==> src/rtl/fpu_dispatch_queue.sv <==
// Posted-instruction queue between the CPU-side FPU interface and the FPU core.
// A small dispatch FSM issues queued ops one at a time over a start/complete handshake.
module fpu_dispatch_queue #(
    parameter int DEPTH          = 4,
    parameter int DATA_W         = 80,
    parameter bit STALL_ON_ERROR = 1'b1
) (
    input  logic                       clk,
    input  logic                       reset_n,
    input  logic                       enq_valid,
    input  logic [7:0]                 enq_opcode,
    input  logic [2:0]                 enq_stack_idx,
    input  logic                       enq_has_mem,
    input  logic [DATA_W-1:0]          enq_operand,
    output logic                       enq_ready,
    output logic                       core_start,
    output logic [7:0]                 core_opcode,
    output logic [2:0]                 core_stack_idx,
    output logic                       core_has_mem,
    output logic [DATA_W-1:0]          core_operand,
    input  logic                       core_complete,
    input  logic                       core_error,
    input  logic                       flush,
    input  logic                       clear_error,
    output logic [$clog2(DEPTH):0]     count,
    output logic                       busy,
    output logic                       error,
    output logic                       ready,
    output logic [1:0]                 dbg_state
);
    // Handshake: an entry is taken on a clock edge where enq_valid && enq_ready.
    // The core sees core_start for one cycle; core_* stay stable until core_complete.
    localparam int PTR_W = $clog2(DEPTH);
    localparam int CNT_W = PTR_W + 1;

    typedef enum logic [1:0] {
        IDLE      = 2'd0,
        ISSUE     = 2'd1,
        WAIT_DONE = 2'd2
    } state_t;

    typedef struct packed {
        logic [7:0]        opcode;
        logic [2:0]        stack_idx;
        logic              has_mem;
        logic [DATA_W-1:0] operand;
    } entry_t;

    entry_t           mem [DEPTH];
    logic [PTR_W-1:0] wr_ptr;
    logic [PTR_W-1:0] rd_ptr;
    logic [CNT_W-1:0] count_q;
    entry_t           inflight_q;
    logic             start_q;
    logic             error_q;
    state_t           state;
    state_t           state_nxt;
    logic             push;
    logic             pop;
    logic             err_set;

    assign enq_ready = (count_q != CNT_W'(DEPTH)) && !flush;
    assign push      = enq_valid && enq_ready;

    always_comb begin
        state_nxt = state;
        pop       = 1'b0;
        err_set   = 1'b0;
        case (state)
            IDLE: begin
                if ((count_q != '0) && !(error_q && STALL_ON_ERROR))
                    state_nxt = ISSUE;
            end
            ISSUE: begin
                // A flush landing here leaves nothing to issue; fall back to IDLE.
                state_nxt = IDLE;
                if ((count_q != '0) && !flush) begin
                    pop       = 1'b1;
                    state_nxt = WAIT_DONE;
                end
            end
            WAIT_DONE: begin
                if (core_complete) begin
                    state_nxt = IDLE;
                    err_set   = core_error;
                end
            end
            default: state_nxt = IDLE;
        endcase
    end

    always_ff @(posedge clk or negedge reset_n) begin
        if (!reset_n) begin
            state <= IDLE;
        end else begin
            state <= state_nxt;
        end
    end

    always_ff @(posedge clk) begin
        if (push) begin
            mem[wr_ptr] <= '{opcode: enq_opcode, stack_idx: enq_stack_idx,
                             has_mem: enq_has_mem, operand: enq_operand};
        end
    end

    always_ff @(posedge clk or negedge reset_n) begin
        if (!reset_n) begin
            wr_ptr  <= '0;
            rd_ptr  <= '0;
            count_q <= '0;
        end else begin
            if (push)
                wr_ptr <= wr_ptr + PTR_W'(1);
            if (flush)
                rd_ptr <= wr_ptr;
            else if (pop)
                rd_ptr <= rd_ptr + PTR_W'(1);
            if (flush)
                count_q <= '0;
            else if (push && !pop)
                count_q <= count_q + CNT_W'(1);
            else if (pop && !push)
                count_q <= count_q - CNT_W'(1);
        end
    end

    always_ff @(posedge clk or negedge reset_n) begin
        if (!reset_n) begin
            inflight_q <= '0;
            start_q    <= 1'b0;
            error_q    <= 1'b0;
        end else begin
            start_q <= pop;
            if (pop)
                inflight_q <= mem[rd_ptr];
            // A same-cycle error completion beats clear_error.
            if (err_set)
                error_q <= 1'b1;
            else if (clear_error)
                error_q <= 1'b0;
        end
    end

    assign core_start     = start_q;
    assign core_opcode    = inflight_q.opcode;
    assign core_stack_idx = inflight_q.stack_idx;
    assign core_has_mem   = inflight_q.has_mem;
    assign core_operand   = inflight_q.operand;
    assign count          = count_q;
    assign busy           = (count_q != '0) || (state != IDLE);
    assign ready          = !busy;
    assign error          = error_q;
    assign dbg_state      = state;

endmodule
==> config.mk <==
export PLATFORM = sky130hd
export DESIGN_NAME = fpu_dispatch_queue
export DESIGN_NICKNAME = d
export VERILOG_FILES = /design/src/rtl/fpu_dispatch_queue.sv
export SDC_FILE = /design/constraint.sdc
export NUM_CORES = 1
export LEC_CHECK = 0
export CORE_MARGIN = 2
export CORE_UTILIZATION = 30
export DETAILED_ROUTE_END_ITERATION = 7
export PLACE_DENSITY_LB_ADDON = 0.3
export SLEW_MARGIN = 20
export SYNTH_ARGS = -nofsm -noshare
export SYNTH_HDL_FRONTEND = slang
export SYNTH_SLANG_ARGS = --single-unit
export TNS_END_PERCENT = 20
==> constraint.sdc <==
create_clock -name clk -period 3.44 [get_ports clk]
set_clock_uncertainty 0.15 [all_clocks]
set_input_delay 0.344 -clock clk [delete_from_list [all_inputs] [get_ports clk]]
set_output_delay 0.344 -clock clk [all_outputs]
set_load 0.05 [all_outputs]
== Yosys cells after proc, flatten, opt, wreduce, memory -nomap -nowiden ==
Memories as Yosys holds them, arrays and structs flattened. A register that Yosys moved wholly into a read port is not among the register bits.
Cells that the tools add are included.

* Bits in registers: 11
* Memory bits (writable): 368
* Input bits: 99
* Output and inout port bits: 102
* Logic and storage cells: 53
* Memories: 1

{| class="wikitable"
|+ Memories
! name !! depth !! bits a word !! rd ports !! clocked after Yosys merged registers in !! wr ports !! line !! text
|-
| mem || 4 || 92 || 1 || 1 || 1 || 49 || <nowiki>entry_t mem [DEPTH];</nowiki>
|}

* Add/subtract/negate cells: 4
* Equal/unequal tests: 5
* Multiplexer cells: 17
* Reduce and logical (&&, ||, !) cells: 20

{| class="wikitable"
|+ Operators with widths
! operator !! number
|-
| $mux 2 || 5
|-
| $mux 3 || 3
|-
| $mux 1 || 8
|-
| $logic_and 1x1->1 || 6
|-
| $logic_not 1->1 || 6
|-
| $pmux 2 s3 || 1
|-
| $reduce_bool 2->1 || 3
|-
| $reduce_bool 3->1 || 2
|-
| $add 2x1->2 const B || 2
|-
| $ne 2x2->1 const B || 2
|-
| $add 3x1->3 const B || 1
|-
| $ne 3x3->1 const B || 1
|-
| $sub 3x1->3 const B || 1
|-
| $eq 2x1->1 const B || 1
|-
| $eq 2x2->1 const B || 1
|-
| $logic_not 2->1 || 1
|-
| $reduce_and 2->1 || 1
|-
| $logic_or 1x1->1 || 1
|}

== Depth between registers and ports, before layout ==
Gate-level depths: netlist (run 1).

* Word-level depth: 8
* Depth in mapped cells: 10
* Mapped depth without buffers: 8

== Least setup slack after synthesis (run 1) ==
No wires, ideal clock.

* Path type: register to register
* From: reg count_q[0], in the netlist count[0]
* To: mem mem[0][0] (netlist name) (enable)
* Setup time: 0.461 ns
* Arrival time: 3.408 ns
* Data required time: 2.829 ns
* Path slack: -0.579 ns
* Stages on the path, launching flop included: 4
* Buffers on the path: 0
* Clock period less this slack: 4.019 ns
* Cell sequence: dfrtp_1 > nor2_1 > a21oi_2 > and2_1

* Cells in the longest elaborated chain, start to end: 5

{| class="wikitable"
|+ RTL lines
! item !! line !! text
|-
| start, declared || 52 || <nowiki>logic [CNT_W-1:0] count_q;</nowiki>
|-
| start signal, assigned || 122 || <nowiki>count_q <= count_q + CNT_W'(1);</nowiki>
|-
| start signal, assigned || 124 || <nowiki>count_q <= count_q - CNT_W'(1);</nowiki>
|-
| $ne 3x3->1 || 62 || <nowiki>assign enq_ready = (count_q != CNT_W'(DEPTH)) && !flush;</nowiki>
|-
| $logic_and 1x1->1 || 62 ||
|-
| $logic_and 1x1->1 || 63 || <nowiki>assign push = enq_valid && enq_ready;</nowiki>
|-
| $mux 1 || 101 || <nowiki>if (push) begin</nowiki>
|-
| $mux 1 (implied by the code) || 102 || <nowiki>mem[wr_ptr] <= '{opcode: enq_opcode, stack_idx: enq_stack_idx,</nowiki>
|-
| end, declared || 49 ||
|}

Every way passes these cells.

== Worst setup path after layout (run 1) ==
* From: reg count_q[0], in the netlist count[0]
* To: out ready

* Cells in the longest elaborated chain, start to end: 3

{| class="wikitable"
|+ RTL lines
! item !! line !! text
|-
| $reduce_bool 3->1 || 151 || <nowiki>assign busy = (count_q != '0) || (state != IDLE);</nowiki>
|-
| $logic_or 1x1->1 || 151 ||
|-
| $logic_not 1->1 || 152 || <nowiki>assign ready = !busy;</nowiki>
|-
| end, declared || 28 || <nowiki>output logic ready,</nowiki>
|}

Every way passes these cells.

==> out/metrics.csv, run 1 <==
metric,value,unit
status,completed,
all-layer global routing usage,0.124,
kind of cell adding the most delay to the critical path,buffers and inverters,
Post-CTS Setup Bufs,0,
I/O Buffers,200,
synth warn,0,
Routed WL per cell,20.4,microns
Die W,245,microns
Post-synth top cells,"edfxtp_1, dfrtp_1, mux2_2",
"count leader, synth",edfxtp_1,
Worst slew margin,0.493,
WL met3,2050,microns
share of layout cells above drive strength 1,0.282,
Synth Area in Compound Gates,0.00431,
DR WL met2,18000,microns
mux cell area share after synthesis,0.184,
Max Slew Vio Count,0,
Fmax achieved,0.350,GHz
Routed Antenna Nets,0,
slowest CP cell,clkdlybuf4s50_1,
# fillers,5236,
Critical Path Fanout Max,7,
Startpoint Class,flip-flop,
Routed met1 length,15500,microns
Buf/Inv on CP,2,
initial antenna violation count,3,
vias in the first global route,8906,
Worst-Skew Late Latency,0.58,ns
post-layout util,0.388,
Hold Path Class,primary input to flip-flop,
Crit path required time,2.95,ns
CP Cell Sequence,nor3_2 > nand2_1 > inv_1 > clkdlybuf4s50_1,
adder-cell share of the synthesized area,0.00403,
r2r startpoint,count[0],
crit path DAT,2.37,ns
"Distinct cells, synth",39,
Hold Path Origin,core_error,
cell row count,88,
post-synthesis simple-gate area fraction,0.00935,
post-DR vias/cell,4.52,
largest net degree at the start of global routing,98,
Mapped Area,17400,sq um
Die Ht,245,microns
Max-cap violations,0,
core area,57500,sq um
Max clock buf depth,3,
Synth Flop Type,edfxtp_1,
Vias,8085,
worst setup path class,flip-flop to primary output,
I/O pins,201,
clock sink total,471,
reg-to-reg endpoint,count[2],
Worst Hold Depth,3,
CTS tree,yes,
RSZ-0062 raised after global routing,false,
largest family of logic cells by synthesized area,multiplexers,
Final Hold Viols,0,
Hold Path Sink,error,
final net count,1083,
cell accounting for the most synthesized area,edfxtp_1,
post-synth top area share,0.635,
Worst Setup SP,count[0],
Post-Synth XOR/XNOR Area,0.00151,
final instance area,22300,sq um
"FF+latch count, synth",471,
DRT iter0 DRCs,379,
endpoints failing setup,0,
number of synthesized flops with an enable pin,368,
cell count after synthesis,743,
final wirelength,36500,microns
drt pass-1 iters,6,
RD Place Congestion,0.699,
Setup TNS,0,ns
Placed Area,20400,sq um
Tmin final,2.86,ns
Post-Syn Nets,847,
# DRC,0,
Worst R2R Setup Slack,1.05,ns
Starting Density,0.303,
period utilisation layout,0.831,
reg2reg path depth,8,
dpl cells,1690,
synthesis-to-finish area growth,28.1,%
Layout Cells excl Fill,1787,
Worst Tran Pin Value,0.760,ns
Worst Setup End Kind,primary output,
Mean Syn Cell Area,23.4,sq um
CP Depth,4,
Power Dens Cells,915,nW/um^2
H-tree Lvls,2,
"Seq/Total Area, Yosys",0.783,
highest metal used,met5,
gr ovfl total,0,
first-pass GRT wire length,55500,microns
fraction of registers with async set/reset,0.219,
largest cells by area after synthesis,"edfxtp_1, dfrtp_1, mux4_2",
HPWL Detailed,19800,microns
clock root cell,clkbuf_16,
leakage,7.52,nW
CTS buffer count,51,
Total Die Area,59900,sq um
"slowest stage delay, CP",0.80,ns
maximum VDD drop,0.000563,V
Clock Pin Slew Worst Setup and Hold Paths,0.06,ns
==> tightest hold or removal path: cells and delay by family <==
family,cells,cell delay (ns)
buf+inv,1,0.39
simple gates,1,0.06
compound gates,1,0.05
==> routing by layer <==
layer / GRT usage / vias to the layer above
li1: - / 3529
met1: 0.154 / 4307
met2: 0.210 / 183
met3: 0.0355 / 60
met4: 0.0343 / 6
met5: 0 / -
==> worst max path at each step <==
stage	endpoint
2_1_floorplan	mem[0][0]
3_3_place_gp	count[2]
3_5_place_dp	core_operand[35]
4_1_cts	ready
5_1_grt	ready
6_report	ready
==> placed cells by master (no fill, tap or decap), types with 2 or more instances in the layout <==
master,count
buf_12,13
mux2_2,92
edfxtp_1,368
nand2_1,5
clkbuf_8,6
clkinv_4,2
dfrtp_4,2
nor2b_1,2
nand2b_1,4
and2_4,4
clkinvlp_4,7
xnor2_1,3
mux4_1,12
inv_1,6
mux4_2,80
dfrtp_1,101
inv_6,2
clkbuf_16,53
clkbuf_1,2
bufinv_16,9
ha_1,4
clkinv_2,11
clkinv_1,3
clkdlybuf4s50_1,199
mux2i_1,4
o22ai_1,2
nor2_1,2
buf_4,2
==> logic make-up after synthesis <==
group,after synthesis
AOI/OAI and AO/OA,11
xor gates and xnor gates,3
adders and majority gates,5
buffers and inverters,39
DFF,471
muxes,188
and+or+nand+nor,26
==> cell type report <==
| cell class | count | area (sq um) | area share |
|---|---|---|---|
| Clock inverter | 34 | 424 | 0.0190 |
| Inverter | 6 | 22.5 | 0.00101 |
| Clock buffer | 61 | 1420 | 0.0636 |
| Tap cell | 765 | 957 | 0.0430 |
| Multi-Input combinational cell | 233 | 3540 | 0.159 |
| Antenna cell | 1 | 2.50 | 0.000112 |
| Timing Repair Buffer | 216 | 2290 | 0.103 |
| Sequential cell | 471 | 13600 | 0.612 |
==> registers in the layout (all words and copies together), names as in the netlist <==
register	flops
dbg_state	2
rd_ptr	2
count	3
core_opcode	8
wr_ptr	2
core_start	1
core_operand	80
mem	368
core_stack_idx	3
error	1
core_has_mem	1
==> report_power, final <==
| part | internal [W] | switching (W) |
|---|---|---|
| combinational | 0.00282 | 0.00388 |
| clock | 0.00362 | 0.00224 |
| sequential | 0.00725 | 0.000601 |
| total | 0.0137 | 0.00672 |
==> metrics by stage <==
stage          power, W  hold slack, ns  setup slack, ns
2_1_floorplan    0.0125          -0.102           -0.579
6_report         0.0204           0.175            0.580
3_5_place_dp     0.0148           0.300            0.534
5_1_grt          0.0214           0.170            0.486
3_3_place_gp     0.0148           0.305            0.590
4_1_cts          0.0208           0.132            0.529
==> what timing repair did <==
item / CTS / global route
setup endpoints to repair: 0 / 0
endpoints found under the hold margin: 63 / 0
gates resized for setup: 0 / 0
hold buffers: 1 / 0
No activity file was read; power rests on OpenSTA's default activity.
==> run 2: changes to the inputs <==
==> constraint.sdc (replaced) <==
create_clock -name clk -period 2.55 [get_ports clk]
set_clock_uncertainty 0.15 [all_clocks]
set_input_delay 0.255 -clock clk [delete_from_list [all_inputs] [get_ports clk]]
set_output_delay 0.255 -clock clk [all_outputs]
set_load 0.05 [all_outputs]
==> run 2 against run 1 <==
  * Critical path depth down 1
  * Core utilization down 0.12 points
  * Sequential power up 34%
  * Worst hold slack worse by 0.098 ns
  * Sequential cell count unchanged
  * Non-clock buffer count up 18
  * Power up 31%
  * Largest power group unchanged
==> out/metrics.csv, run 2 (same netlist as run 1, synthesis figures left out) <==
metric,value,unit,change
cell row count,88,,unchanged
Max clock buf depth,3,,unchanged
Crit path required time,2.14,ns,-0.81 ns
all-layer global routing usage,0.127,,+0.00300
Startpoint Class,flip-flop,,
most frequent cells in the layout,"edfxtp_1, clkdlybuf4s50_1, dfrtp_1",,
WHS,0.0770,ns,-0.0977 ns
HPWL Detailed,21000,microns,+6.3%
diode count,0,,-1
Tmin final,2.37,ns,
Routed Antenna Nets,0,,unchanged
reg2reg path depth,8,,unchanged
Power Dens Cells,1200,nW/um^2,+31%
Vias,8091,,+0.074%
first-pass GRT wire length,56700,microns,+2.2%
Die W,245,microns,unchanged
CP Depth,3,,-1
worst setup path class,flip-flop to primary output,,
final net count,1101,,+1.7%
Critical Path Fanout Max,7,,unchanged
Starting Density,0.303,,unchanged
drt pass-1 iters,4,,-2
slowest CP cell,dfrtp_1,,
leakage,7.52,nW,about the same
Worst Setup SP,count[0],,
r2r startpoint,dbg_state[1],,
Buf/Inv on CP,1,,-1
I/O Buffers,200,,unchanged
share of layout cells above drive strength 1,0.282,,about the same
post-DR vias/cell,4.49,,-0.81%
endpoints failing setup,0,,unchanged
dpl cells,1708,,+1.1%
Final Hold Viols,0,,unchanged
RSZ-0062 raised after global routing,false,,
initial antenna violation count,1,,-2
largest net degree at the start of global routing,60,,-39%
"slowest stage delay, CP",0.47,ns,-0.33 ns
Clock Pin Slew Worst Setup and Hold Paths,0.06,ns,about the same
H-tree Lvls,2,,unchanged
clock root cell,clkbuf_16,,
Worst R2R Setup Slack,0.33,ns,-0.72 ns
Worst Tran Pin Value,0.685,ns,-0.0755 ns
Hold Path Class,primary input to flip-flop,,
RD Place Congestion,0.704,,+0.77%
clock sink total,471,,unchanged
Post-CTS Setup Bufs,0,,unchanged
Worst slew margin,0.542,,+0.0489
"commonest non-fill, non-tap cell in the layout",edfxtp_1,,
Worst Setup End Kind,primary output,,
vias in the first global route,9013,,+1.2%
Die Ht,245,microns,unchanged
maximum VDD drop,0.000795,V,+41%
"Most flops, register",mem,,
post-layout util,0.386,,-0.00122
CTS buffer count,51,,unchanged
Max-cap violations,0,,unchanged
Worst Hold Depth,3,,unchanged
Routed WL per cell,20.6,microns,+1.1%
synthesis-to-finish area growth,27.7,%,
Worst-Skew Late Latency,0.59,ns,about the same
core area,57500,sq um,unchanged
Max Slew Vio Count,0,,unchanged
final instance area,22200,sq um,-0.31%
reg-to-reg endpoint,count[2],,
Fmax achieved,0.423,GHz,
CTS tree,yes,,
crit path DAT,1.96,ns,-0.41 ns
Placed Area,20600,sq um,+0.89%
period utilisation layout,0.928,,
kind of cell adding the most delay to the critical path,simple AND/OR/NAND/NOR gates,,
CP Cell Sequence,nor3_2 > nand2_1 > dlygate4sd2_1,,
Largest register FFs,368,,unchanged
Total Die Area,59900,sq um,unchanged
gr ovfl total,0,,unchanged
Layout Cells excl Fill,1803,,+0.90%
final wirelength,37200,microns,+2.0%
Worst setup endpoint,busy,,
I/O pins,201,,unchanged
# DRC,0,,unchanged
status,completed,,
DRT iter0 DRCs,359,,-5.3%
-- run 2: worst min path at each step --
stage	to	from	slack [ns]
3_3_place_gp	core_operand[37]	reset_n	0.15
4_1_cts	error	core_error	0.03
3_5_place_dp	core_operand[37]	reset_n	0.14
5_1_grt	error	core_error	0.07
2_1_floorplan	core_has_mem	reset_n	-0.19
6_report	error	core_error	0.08
-- run 2: timing repair --
action / CTS / global route
cloned: 0 / 0
hold buffers: 1 / 0
endpoints found under the setup margin: 2 / 1
resized for setup: 3 / 1
endpoints found under the hold margin: 92 / 0
-- run 2: report_power, final --
part | internal [W] | leakage, nW | switching, W
Combinational | 0.00388 | 2.16 | 0.00538
Clock | 0.00406 | 0.790 | 0.00293
Sequential | 0.00978 | 4.57 | 0.000695
-- run 2: worst reg2reg max path, stage by stage, from the launching register on --
cell	delay, ns
dfrtp_1	0.42
or3b_4	0.45
nor2_4	0.12
nor2b_1	0.06
fa_1	0.46
nand2_1	0.11
mux2i_1	0.06
a22oi_1	0.18
o211ai_1	0.10
-- run 2: layer usage --
layer  wire, microns  share of wire  up-vias  track usage
li1                -              -     3569            -
met1           15700           0.42     4286        0.160
met2           18400           0.50      178        0.214
met3            2320          0.062       56       0.0351
met4             799          0.021        2       0.0352
met5              16        0.00043        -            0
-- run 2: stage by stage --
step / setup WS (ns) / total power (W) / setup TNS [ns]
global placement: 0.0554 / 0.0200 / 0
detailed placement: 0.0578 / 0.0201 / 0
floorplan: -0.464 / 0.0168 / -170.89
global route: 0.0165 / 0.0281 / 0
CTS: 0.0146 / 0.0273 / 0
finish: 0.185 / 0.0267 / 0
-- run 2: layout make-up --
type / count / area [sq um]
flip-flops and latches: 471 / 13600
fillers: 5292 / 35300
repair buffers: 234 / 2460
clock inverters: 25 / 193
well taps: 765 / 957
multi-input cells: 233 / 3540
clock buffers: 69 / 1400
inverters: 6 / 22.5
==> run 3: changes to the inputs <==
--- a/config.mk
+++ b/config.mk
@@ -5,7 +5,7 @@
 export SDC_FILE = /design/constraint.sdc
 export NUM_CORES = 1
 export LEC_CHECK = 0
-export CORE_MARGIN = 2
+export CORE_MARGIN = 8
 export CORE_UTILIZATION = 30
 export DETAILED_ROUTE_END_ITERATION = 7
 export PLACE_DENSITY_LB_ADDON = 0.3
==> run 3 against run 2 <==
  * Register-to-register slack about the same
  * Die area grew 10%
  * Sequential share of layout area down 1.6 points
  * Global-route usage is 1.3 points lower
==> out/metrics.csv, run 3 (same netlist as run 1, synthesis figures left out) <==
metric,value,unit,change
Layout Cells excl Fill,1847,,+2.4%
final wirelength,37700,microns,+1.2%
slowest CP cell,clkdlybuf4s50_1,,
Power Dens Cells,1190,nW/um^2,-0.79%
"slowest stage delay, CP",0.87,ns,+0.40 ns
drt pass-1 iters,4,,unchanged
CP Cell Sequence,clkdlybuf4s50_1,,
Starting Density,0.303,,unchanged
Worst slew margin,0.526,,-0.0156
Crit path required time,2.14,ns,about the same
core area,57500,sq um,unchanged
Fmax achieved,0.427,GHz,+1.0%
DRT iter0 DRCs,275,,-23%
Worst R2R Setup Slack,0.32,ns,about the same
crit path DAT,1.94,ns,-0.02 ns
CTS buffer count,50,,-2.0%
largest net degree at the start of global routing,55,,-8.3%
Vias,8225,,+1.7%
Largest register FFs,368,,unchanged
Clock Pin Slew Worst Setup and Hold Paths,0.06,ns,about the same
synthesis-to-finish area growth,31.1,%,
# DRC,0,,unchanged
Max clock buf depth,3,,unchanged
I/O Buffers,200,,unchanged
Die W,257,microns,+4.9%
Worst Tran Pin Value,0.708,ns,+0.0234 ns
Worst-Skew Late Latency,0.56,ns,-0.03 ns
maximum VDD drop,0.000787,V,-1.0%
final net count,1144,,+3.9%
worst setup path class,flip-flop to primary output,,
kind of cell adding the most delay to the critical path,buffers and inverters,,
Max-cap violations,0,,unchanged
Buf/Inv on CP,1,,unchanged
Setup TNS,0,ns,unchanged
Routed Antenna Nets,0,,unchanged
gr ovfl total,0,,unchanged
Hold Path Class,primary input to async pin,,
"Most flops, register",mem,,
clock sink total,471,,unchanged
clock root cell,clkbuf_16,,
most frequent cells in the layout,"edfxtp_1, clkdlybuf4s50_1, dfrtp_1",,
CTS tree,yes,,
Final Hold Viols,0,,unchanged
dpl cells,1752,,+2.6%
I/O pins,201,,unchanged
vias in the first global route,9299,,+3.2%
Max Slew Vio Count,0,,unchanged
Worst Setup End Kind,primary output,,
Total Die Area,66000,sq um,+10%
Tmin final,2.34,ns,-0.0239 ns
endpoints failing setup,0,,unchanged
initial antenna violation count,4,,+3
HPWL Detailed,24800,microns,+18%
period utilisation layout,0.918,,-0.00936
leakage,7.80,nW,+3.7%
H-tree Lvls,2,,unchanged
final instance area,22800,sq um,+2.6%
first-pass GRT wire length,58000,microns,+2.2%
status,completed,,
Die Ht,257,microns,+4.9%
Critical Path Fanout Max,9,,+2
share of layout cells above drive strength 1,0.309,,+0.0267
RSZ-0062 raised after global routing,false,,
"commonest non-fill, non-tap cell in the layout",edfxtp_1,,
post-DR vias/cell,4.45,,-0.77%
WHS,0.101,ns,+0.0239 ns
all-layer global routing usage,0.114,,-0.0130
Placed Area,21200,sq um,+2.7%
cell row count,88,,unchanged
Startpoint Class,flip-flop,,
RD Place Congestion,0.676,,-4.0%
Routed WL per cell,20.4,microns,-1.2%
[run 3: power breakdown]
group          leakage, nW  switching (W)  total [W]  internal [W]
Combinational         2.45        0.00538    0.00962       0.00424
Sequential            4.57       0.000793     0.0106       0.00977
Clock                0.780        0.00287    0.00702       0.00415
Total                 7.80        0.00904     0.0272        0.0182
[run 3: timing repair]
action                     CTS  global route
setup endpoints to repair    1             0
hold endpoints to repair    82             0
setup buffers                0             0
gates resized for setup      1             0
hold buffers                 1             0
[run 3: path summary, 6_finish.rpt]
| kind | from | cells after the start | endpoint |
|---|---|---|---|
| worst max-delay path | count[2] | 1 | count[2] |
| worst min-delay path | reset_n | 2 | core_operand[29] |
| worst max register to register | dbg_state[1] | 8 | count[2] |
| worst min register to register | core_opcode[4] | 1 | core_opcode[4] |
| max in group asynchronous | reset_n | 3 | rd_ptr[1] |
| min in group clk | core_error | 3 | error |
[run 3: area by class of cell]
class	count	area (sq um)
Inverter	6	22.5
Multi-Input combinational cell	233	3540
Timing Repair Buffer	278	3040
Tap cell	765	957
Clock buffer	68	1400
Fill cell	5244	34700
Antenna cell	1	2.50
Clock inverter	25	210
Sequential cell	471	13600
[run 3: worst register-to-register path: stages, from the launching register on]
cell and delay, ns:
dfrtp_1 0.43, or3b_4 0.43, nor2_4 0.12, nor2b_1 0.06, fa_1 0.45, nand2_1 0.11
mux2i_1 0.07, a22oi_1 0.19, o211ai_1 0.10
[run 3: per-layer routing]
layer / global-route usage / routed length [microns] / part of all wire
met1: 0.141 / 16000 / 0.43
met2: 0.194 / 18700 / 0.50
met3: 0.0311 / 2120 / 0.056
met4: 0.0313 / 830 / 0.022
met5: 0 / 35 / 0.00093
[run 3: per-stage QoR]
step | total power, W | worst slack [ns] | utilization
after detailed placement | 0.0206 | 0.0877 | 0.368
after CTS | 0.0278 | 0.152 | 0.397
after floorplan | 0.0168 | -0.464 | -
after global placement | 0.0205 | 0.0726 | 0.368
final | 0.0272 | 0.209 | 0.397
after global routing | 0.0285 | 0.0645 | 0.397
